### config.mk
export PLATFORM = sky130hd
export DESIGN_NAME = output_backprop_bank
export DESIGN_NICKNAME = d
export VERILOG_FILES = /design/src/rtl/output_backprop_bank.sv
export SDC_FILE = /design/constraint.sdc
export NUM_CORES = 1
export LEC_CHECK = 0
export BUFFER_PORTS_ARGS = -buffer_cell sky130_fd_sc_hd__buf_4
export CORE_AREA = 5 5 132 134
export DETAILED_ROUTE_END_ITERATION = 8
export DIE_AREA = 0 0 137 139
export PLACE_DENSITY = 0.55
export SLEW_MARGIN = 0
export SYNTH_ARGS = -nofsm -noshare
export SYNTH_HDL_FRONTEND = slang
export SYNTH_SLANG_ARGS = --single-unit
### constraint.sdc
create_clock -name clk_i -period 6.6 [get_ports clk_i]
set_input_delay 1.32 -clock clk_i [delete_from_list [all_inputs] [get_ports clk_i]]
set_output_delay 1.32 -clock clk_i [all_outputs]
set_load 0.1 [all_outputs]
### src/rtl/output_backprop_bank.sv
// output_backprop_bank
//   Output-layer weight-update engine. Holds NUM_HIDDEN hidden->output
//   weights and, on an accepted start, sweeps them one per cycle through a
//   two-stage pipeline:
//     w[k] <= fit(w[k] - ((2 * (final - target) * h[k]) >>> LR_SHIFT))
//   Optional feature macro: OBP_SATURATE_EN
//     defined   : fit() clamps to the W_W signed range and sets sticky sat_o
//     undefined : fit() wraps (keeps low W_W bits), sat_o tied 0
// Ports
//   clk_i, rst_i          clock (rising edge), async active-high reset
//   start_i               begin sweep (sampled in IDLE only)
//   x_i, final_i          target / network output, captured on start accept
//   hidden_vals_i         h[k] at [k*H_W +: H_W], held stable during a sweep
//   zero_weight_reset_i   sync clear of all weights, aborts a sweep
//   wr_en_i/addr/data     weight load port (IDLE only)
//   weights_o             w[k] at [k*W_W +: W_W]
//   busy_o, done_o        sweep in progress / one-cycle completion pulse
//   sat_o                 sticky saturation flag
module output_backprop_bank #(
   parameter int NUM_HIDDEN = 4,
   parameter int H_W        = 10,
   parameter int FINAL_W    = 19,
   parameter int TGT_W      = 4,
   parameter int W_W        = 8,
   parameter int LR_SHIFT   = 4
) (
   input  logic                            clk_i,
   input  logic                            rst_i,
   input  logic                            start_i,
   input  logic [TGT_W-1:0]                x_i,
   input  logic [FINAL_W-1:0]              final_i,
   input  logic [NUM_HIDDEN*H_W-1:0]       hidden_vals_i,
   input  logic                            zero_weight_reset_i,
   input  logic                            wr_en_i,
   input  logic [$clog2(NUM_HIDDEN)-1:0]   wr_addr_i,
   input  logic [W_W-1:0]                  wr_data_i,
   output logic [NUM_HIDDEN*W_W-1:0]       weights_o,
   output logic                            busy_o,
   output logic                            done_o,
   output logic                            sat_o
);

   localparam int AW = $clog2(NUM_HIDDEN);
   localparam int EW = FINAL_W + 1;          // signed error width
   localparam int FW = FINAL_W + H_W + 3;    // full-precision datapath width

   typedef enum logic [1:0] {S_IDLE, S_RUN, S_DRAIN, S_DONE} state_t;

   state_t                 r_state;
   logic                   r_busy;
   logic                   r_done;
   logic [AW-1:0]          r_idx_p0;
   logic signed [EW-1:0]   r_err_p0;
   logic signed [FW-1:0]   r_prod_p1;
   logic [AW-1:0]          r_idx_p1;
   logic                   r_vld_p1;
   logic signed [W_W-1:0]  r_w [NUM_HIDDEN];

   logic signed [EW-1:0]   w_err_p0;
   logic [H_W-1:0]         w_h_sel;
   logic signed [FW-1:0]   w_prod_p0;
   logic signed [W_W-1:0]  w_w_sel;
   logic signed [FW-1:0]   w_grad;
   logic signed [FW-1:0]   w_delta;
   logic signed [FW-1:0]   w_diff;

`ifdef OBP_SATURATE_EN
   localparam logic signed [FW-1:0] W_MAX = FW'((2 ** (W_W - 1)) - 1);
   localparam logic signed [FW-1:0] W_MIN = ~W_MAX;

   logic r_sat;

   function automatic logic signed [W_W-1:0] fit(input logic signed [FW-1:0] v);
      if (v > W_MAX)      return W_MAX[W_W-1:0];
      else if (v < W_MIN) return W_MIN[W_W-1:0];
      else                return v[W_W-1:0];
   endfunction

   function automatic logic clamps(input logic signed [FW-1:0] v);
      return (v > W_MAX) || (v < W_MIN);
   endfunction

   assign sat_o = r_sat;
`else
   logic w_unused_hi;

   function automatic logic signed [W_W-1:0] fit(input logic signed [FW-1:0] v);
      return v[W_W-1:0];
   endfunction

   // Wrap mode deliberately discards the bits above the weight width.
   assign w_unused_hi = ^w_diff[FW-1:W_W];
   assign sat_o       = 1'b0;
`endif

   // Both operands are below 2^FINAL_W, so the EW-bit difference is an exact
   // two's-complement error.
   assign w_err_p0 = {1'b0, final_i} - EW'(x_i);

   always_comb begin
      w_h_sel = '0;
      for (int k = 0; k < NUM_HIDDEN; k++)
         if (r_idx_p0 == AW'(k)) w_h_sel = hidden_vals_i[k*H_W +: H_W];
   end

   always_comb begin
      w_w_sel = '0;
      for (int k = 0; k < NUM_HIDDEN; k++)
         if (r_idx_p1 == AW'(k)) w_w_sel = r_w[k];
   end

   // Stage 1: signed error times zero-extended activation
   assign w_prod_p0 = {{(FW-EW){r_err_p0[EW-1]}}, r_err_p0} * $signed({{(FW-H_W){1'b0}}, w_h_sel});

   // Stage 2: gradient, floor shift, weight update
   assign w_grad  = r_prod_p1 <<< 1;
   assign w_delta = w_grad >>> LR_SHIFT;
   assign w_diff  = {{(FW-W_W){w_w_sel[W_W-1]}}, w_w_sel} - w_delta;

   always_ff @(posedge clk_i or posedge rst_i) begin
      if (rst_i) begin
         r_state  <= S_IDLE;
         r_busy   <= 1'b0;
         r_done   <= 1'b0;
         r_idx_p0 <= '0;
         r_vld_p1 <= 1'b0;
      end else if (zero_weight_reset_i) begin
         r_state  <= S_IDLE;
         r_busy   <= 1'b0;
         r_done   <= 1'b0;
         r_idx_p0 <= '0;
         r_vld_p1 <= 1'b0;
      end else begin
         r_done   <= 1'b0;
         r_vld_p1 <= (r_state == S_RUN);
         case (r_state)
            S_IDLE: begin
               if (start_i) begin
                  r_state  <= S_RUN;
                  r_busy   <= 1'b1;
                  r_idx_p0 <= '0;
               end
            end
            S_RUN: begin
               r_idx_p0 <= r_idx_p0 + AW'(1);
               if (r_idx_p0 == AW'(NUM_HIDDEN - 1)) r_state <= S_DRAIN;
            end
            S_DRAIN: begin
               r_state <= S_DONE;
               r_done  <= 1'b1;
            end
            S_DONE: begin
               r_state <= S_IDLE;
               r_busy  <= 1'b0;
            end
            default: r_state <= S_IDLE;
         endcase
      end
   end

   always_ff @(posedge clk_i) begin
      if ((r_state == S_IDLE) && start_i) r_err_p0 <= w_err_p0;
      if (r_state == S_RUN) begin
         r_prod_p1 <= w_prod_p0;
         r_idx_p1  <= r_idx_p0;
      end
   end

   // Pipeline writes and load-port writes never coincide: the pipeline is
   // valid only in RUN/DRAIN, the load port only acts in IDLE.
   always_ff @(posedge clk_i or posedge rst_i) begin
      if (rst_i) begin
         for (int k = 0; k < NUM_HIDDEN; k++) r_w[k] <= '0;
`ifdef OBP_SATURATE_EN
         r_sat <= 1'b0;
`endif
      end else if (zero_weight_reset_i) begin
         for (int k = 0; k < NUM_HIDDEN; k++) r_w[k] <= '0;
`ifdef OBP_SATURATE_EN
         r_sat <= 1'b0;
`endif
      end else if (r_vld_p1) begin
         r_w[r_idx_p1] <= fit(w_diff);
`ifdef OBP_SATURATE_EN
         if (clamps(w_diff)) r_sat <= 1'b1;
`endif
      end else if ((r_state == S_IDLE) && wr_en_i && (32'(wr_addr_i) < NUM_HIDDEN)) begin
         r_w[wr_addr_i] <= wr_data_i;
      end
   end

   for (genvar gk = 0; gk < NUM_HIDDEN; gk++) begin : g_wout
      assign weights_o[gk*W_W +: W_W] = r_w[gk];
   end

   assign busy_o = r_busy;
   assign done_o = r_done;

endmodule

======== Word-level counts from Yosys, hierarchy flattened ========
Index checks and enable logic that the tools add are counted.
storage, ports and cells
  register bits ........................... 72
operators by class
  reductions and logical operators ........ 13
  order comparisons ....................... 4
  bitwise logic cells ..................... 2
  multiplexer cells ....................... 30
  equality and inequality tests ........... 11
  $mul .................................... 1
  add/subtract/negate cells ............... 3
operators by type and width
  operator               count
  $mux W32               3
  $bwmux W32             2
  $mux W8                6
  $mux W10               4
  $demux W8 S2           2
  $mul A20 B11 Y11       1
  $sub A19 B4 Y20        1
  $eq A2 B2 Y1 const B   6
  $mux W2                5
  $reduce_bool A3 Y1     3
  $pmux W2 S4            1
  $sub A8 B8 Y8          1
  $eq A2 B1 Y1 const B   3
  $ge A3 B3 Y1 const B   2
  $logic_not A2 Y1       3
  $lt A3 B1 Y1 const B   2
  $not A2 Y3             2
  $reduce_and A2 Y1      3
  $mux W1                5
  $logic_and A1 B1 Y1    4
  $pmux W2 S2            1
  $ne A3 B2 Y1 const B   1
  $ne A3 B3 Y1 const B   1
  $add A2 B1 Y2 const B  1
  $pmux W1 S2            1

======== Depth between registers and ports, before layout ========
  depth in word-level cells ............... 9
  mapped depth ............................ 25
  gate-level depth less buffers ........... 23

======== Worst setup path before layout ========
Ideal clock, no wire load.
  kind .................................... input port to flip-flop
  from .................................... input hidden_vals_i[2]
  to ...................................... register r_prod_p1[10] (data pin)
  library setup time ...................... 0.268 ns
  path slack .............................. 0.325 ns
  stages .................................. 21
  data arrival time ....................... 6.008 ns
  path through ............................ nand2_1 > nor2_1 > a21oi_1 > a21oi_1 > nand2_1 > fa_1 > inv_1 > fa_1 > inv_1 > fa_1 > inv_1 > fa_1 > inv_1 > fa_1 > xor2_1 > xnor2_1 > xnor2_1 > xnor2_1 > xnor2_1 > xnor3_1 > xnor3_1
between the ends
  longest elaborated chain between the ends .. 5
RTL lines
  element                 line  RTL
  start, declared         32    input logic [NUM_HIDDEN*H_W-1:0] hidden_vals_i,
  $mux W10 (4 in series)  103   if (r_idx_p0 == AW'(k)) w_h_sel = hidden_vals_i[k*H_W +: H_W];
  $mul A20 B11 Y11        113   assign w_prod_p0 = {{(FW-EW){r_err_p0[EW-1]}}, r_err_p0} * $signed({{(FW-H_W){1'b0}}, w_h_sel});
  net w_prod_p0[10]       61    logic signed [FW-1:0] w_prod_p0;
  end signal, assigned    164   r_prod_p1 <= w_prod_p0;
  end, declared           54    logic signed [FW-1:0] r_prod_p1;
The timed path passes the listed nets, and every way through them passes these cells.
A chain may end at the register's enable or synchronous reset.

======== Worst setup path in the final report ========
  from .................................... register r_idx_p0[1]
  to ...................................... register r_prod_p1[10] (data pin)
between the ends
  longest elaborated chain between the ends .. 6
  elaborated cells between the ends (all ways) .. 9
  those cells by class .................... mul: 1; eq/ne: 3; mux: 4; reduce/logical: 1
RTL lines
  element                 line  RTL
  start, declared         52    logic [AW-1:0] r_idx_p0;
  start signal, assigned  145   r_idx_p0 <= r_idx_p0 + AW'(1);
  $logic_not A2 Y1        103
  $mux W10 (3 in series)  103
  $mux W10 (*)            103
  $mul A20 B11 Y11 (*)    113
  net w_prod_p0[10]       61
Mark *: on every way through the listed nets, which the timed path passes. The rest lies on a longest branch.

==> metrics <==
Starting Density=33.9%; first-pass GRT wire length=24,100 µm; CP endpoint=r_prod_p1[10]; Setup WS pre-CTS=0.0902 ns; FF-to-FF path depth=22; area share of the largest cell type after synthesis=17.8%; DIE AREA=0.0190 mm²; FFs w/ async S/R, synth=65.0%; Avg WL per Cell=15.9 µm; Setup-failing EPs final=0; Cell Area, Synth=0.00549 mm²; via count=4,458; row cnt=47; Seq/Total Area, Yosys=29.3%; Reg-to-Reg Start=r_idx_p0[1]; Worst EP required=6.67 ns; CTS sink cnt=60; Total Routing Usage GR=15.8%; Setup TNS=0 ns; FMAX=161 MHz; Core Region=0.0162 mm²; Critical Path Max Stage Delay=0.55 ns; status=complete, no violations; CTS Buf Count=9; Worst Setup SP=r_idx_p0[1]; ANT cells=0; Seq. cell area=0.00161 mm²; Commonest cells post-synth=inv_1 (82), nand2_1 (67), ha_1 (45); FILL cells=1,581; Area growth, synth to finish=24.2%; layout cells sized above 1=22.0%; RSZ-0062 raised after global routing=false; hold crit path type=flip-flop to flip-flop; Final Hold Fails=0; WS Path Type=flip-flop to flip-flop; Antenna Nets Post-Route=0; Critical Path Fanout Max=20; measured slew at the worst slew-check pin=0.826 ns; initial antenna violation count=0; Net Count, Synth=729; # IOs=113; maxcap violations=0; CTS tree=built; number of synthesized flops with an enable pin=21; initial drt markers=248; Yosys warning count=0; slowest CP cell=fa_1; Post-CTS Setup Repair Bufs=0; gpl congestion=0.838; vias in the first global route=4,910; worst relative slew slack=45.0%; Worst setup SP type=flip-flop; Total Wirelength=14,400 µm; Primary FF master, synth=dfrtp_1; largest net degree at the start of global routing=40; Synth area leader=dfrtp_1; Via density=4.93; Port-buffer cells=103; minimum clock period=6.21 ns; Max H-tree Level=3; Synth Area per Inst=9.56 µm²; Most Frequent Cell on Critical Path=fa_1; footprint of the multi-input gates=0.00345 mm²; Synth Instances=574; synthesis-stage register bit count=60; Clock Tree Root=clkbuf_16; Area contributors post-synth=dfrtp_1 (18%), fa_1 (12%), edfxtp_1 (11%); Die W=137 µm; R2R Path End=r_prod_p1[10]; critical path arrival=6.28 ns; first-pass iteration count of the detailed router=5; clk buf depth=2; top-count cell post-synth=inv_1; Reg2Reg Setup Slack=0.39 ns; number of distinct library cells after synthesis=56; fin. max-slew vios=0; hold_buf cts=0; skew final=0.00730 ns; setup slack after layout=0.390 ns; nets=835; dpl hpwl=11,200 µm; clk slew on worst S/H paths=0.06 ns; GR Overflow Total=0; Die H=139 µm; crit path cell chain=inv_1 -> ha_1 -> nand2_1 -> a21oi_1 -> a21oi_1 -> o21ai_4 -> buf_4 -> nand2_1 -> fa_1 -> inv_1 -> fa_1 -> fa_1 -> fa_1 -> inv_1 -> fa_1 -> xor2_1 -> xnor2_1 -> xnor2_1 -> xnor2_1 -> xnor2_1 -> xnor3_1 -> xnor3_1; post-CTS sizing=0; worst-skew pair later-pin latency=0.33 ns; Tcrit/Tclk final=94.1%; CP Capture Type=flip-flop; DR DRC count=0
cells by family after synthesis:
| logic type | share of synthesized area [%] |
|---|---|
| AOI/OAI and AO/OA | 16.0 |
| xor gates and xnor gates | 6.71 |
| adders and majority gates | 21.9 |
| buffers and inverters | 7.76 |
| DFF | 29.3 |
| muxes | 4.20 |
| other | 0.0684 |
| and+or+nand+nor | 14.1 |
worst min path at each step:
stage | cells after the start | from | end
floorplan | 0 | r_idx_p0[1] | r_idx_p1[1]
global placement | 2 | weights_o[0] | weights_o[0]
detailed placement | 2 | weights_o[0] | weights_o[0]
CTS | 2 | weights_o[0] | weights_o[0]
global route | 1 | weights_o[29] | weights_o[29]
finish | 2 | weights_o[0] | weights_o[0]
cell usage in the layout, fill, tap and decap left out, drive strengths merged, types with 5 or more instances in the layout:
master  count
o221ai     21
clkbuf     13
mux4        8
nand2      70
fa         32
o21ai      24
ha         45
buf       117
edfxtp     21
o21a       22
o22a        5
and2       12
xor2       10
nand2b     15
nor2b      28
a21oi      27
dfrtp      39
xnor2      26
mux2i       5
inv        85
nor2       16
final cells by class:
type / count / share of cell area (%)
Sequential cell: 60 / 23.6
Clock inverter: 3 / 0.257
Clock buffer: 13 / 3.98
Timing Repair Buffer: 117 / 12.9
Tap cell: 220 / 4.04
Multi-Input combinational cell: 409 / 50.7
Inverter: 83 / 4.57
sequential cells by signal (all words and copies together), names as in the netlist:
| register | count |
|---|---|
| r_err_p0 | 11 |
| r_vld_p1 | 1 |
| r_idx_p0 | 2 |
| r_prod_p1 | 8 |
| busy_o | 1 |
| done_o | 1 |
| r_state | 2 |
| r_idx_p1 | 2 |
| weights_o | 32 |
metrics by stage:
stage	std cells	hold WS [ns]	utilization (%)	instance area [µm²]
finish	905	0.514	42.1	6810
global route	905	0.539	42.1	6810
CTS	905	0.515	42.1	6810
detailed placement	889	0.502	40.3	6530
global placement	889	0.495	40.3	6530
floorplan	574	0.497	-	5490
critical path: cells and delay by family (launching register included):
kind	cells	cell delay (ns)
fa+ha+maj	6	2.95
xor+xnor	7	1.58
compound gates	3	0.42
flops	1	0.42
buf+inv	4	0.37
simple gates	2	0.19
metal layers:
| layer | vias to the layer above | share of wire (%) | global-route usage, % |
|---|---|---|---|
| met5 | - | 0 | 0 |
| met4 | 0 | 2.1 | 5.78 |
| met3 | 27 | 6.0 | 3.16 |
| met2 | 149 | 50 | 26.5 |
| met1 | 2130 | 42 | 20.0 |
| li1 | 2152 | - | - |
Power is not shown: default switching activity piles up to over one toggle a cycle in this logic, so the estimate is an artifact.
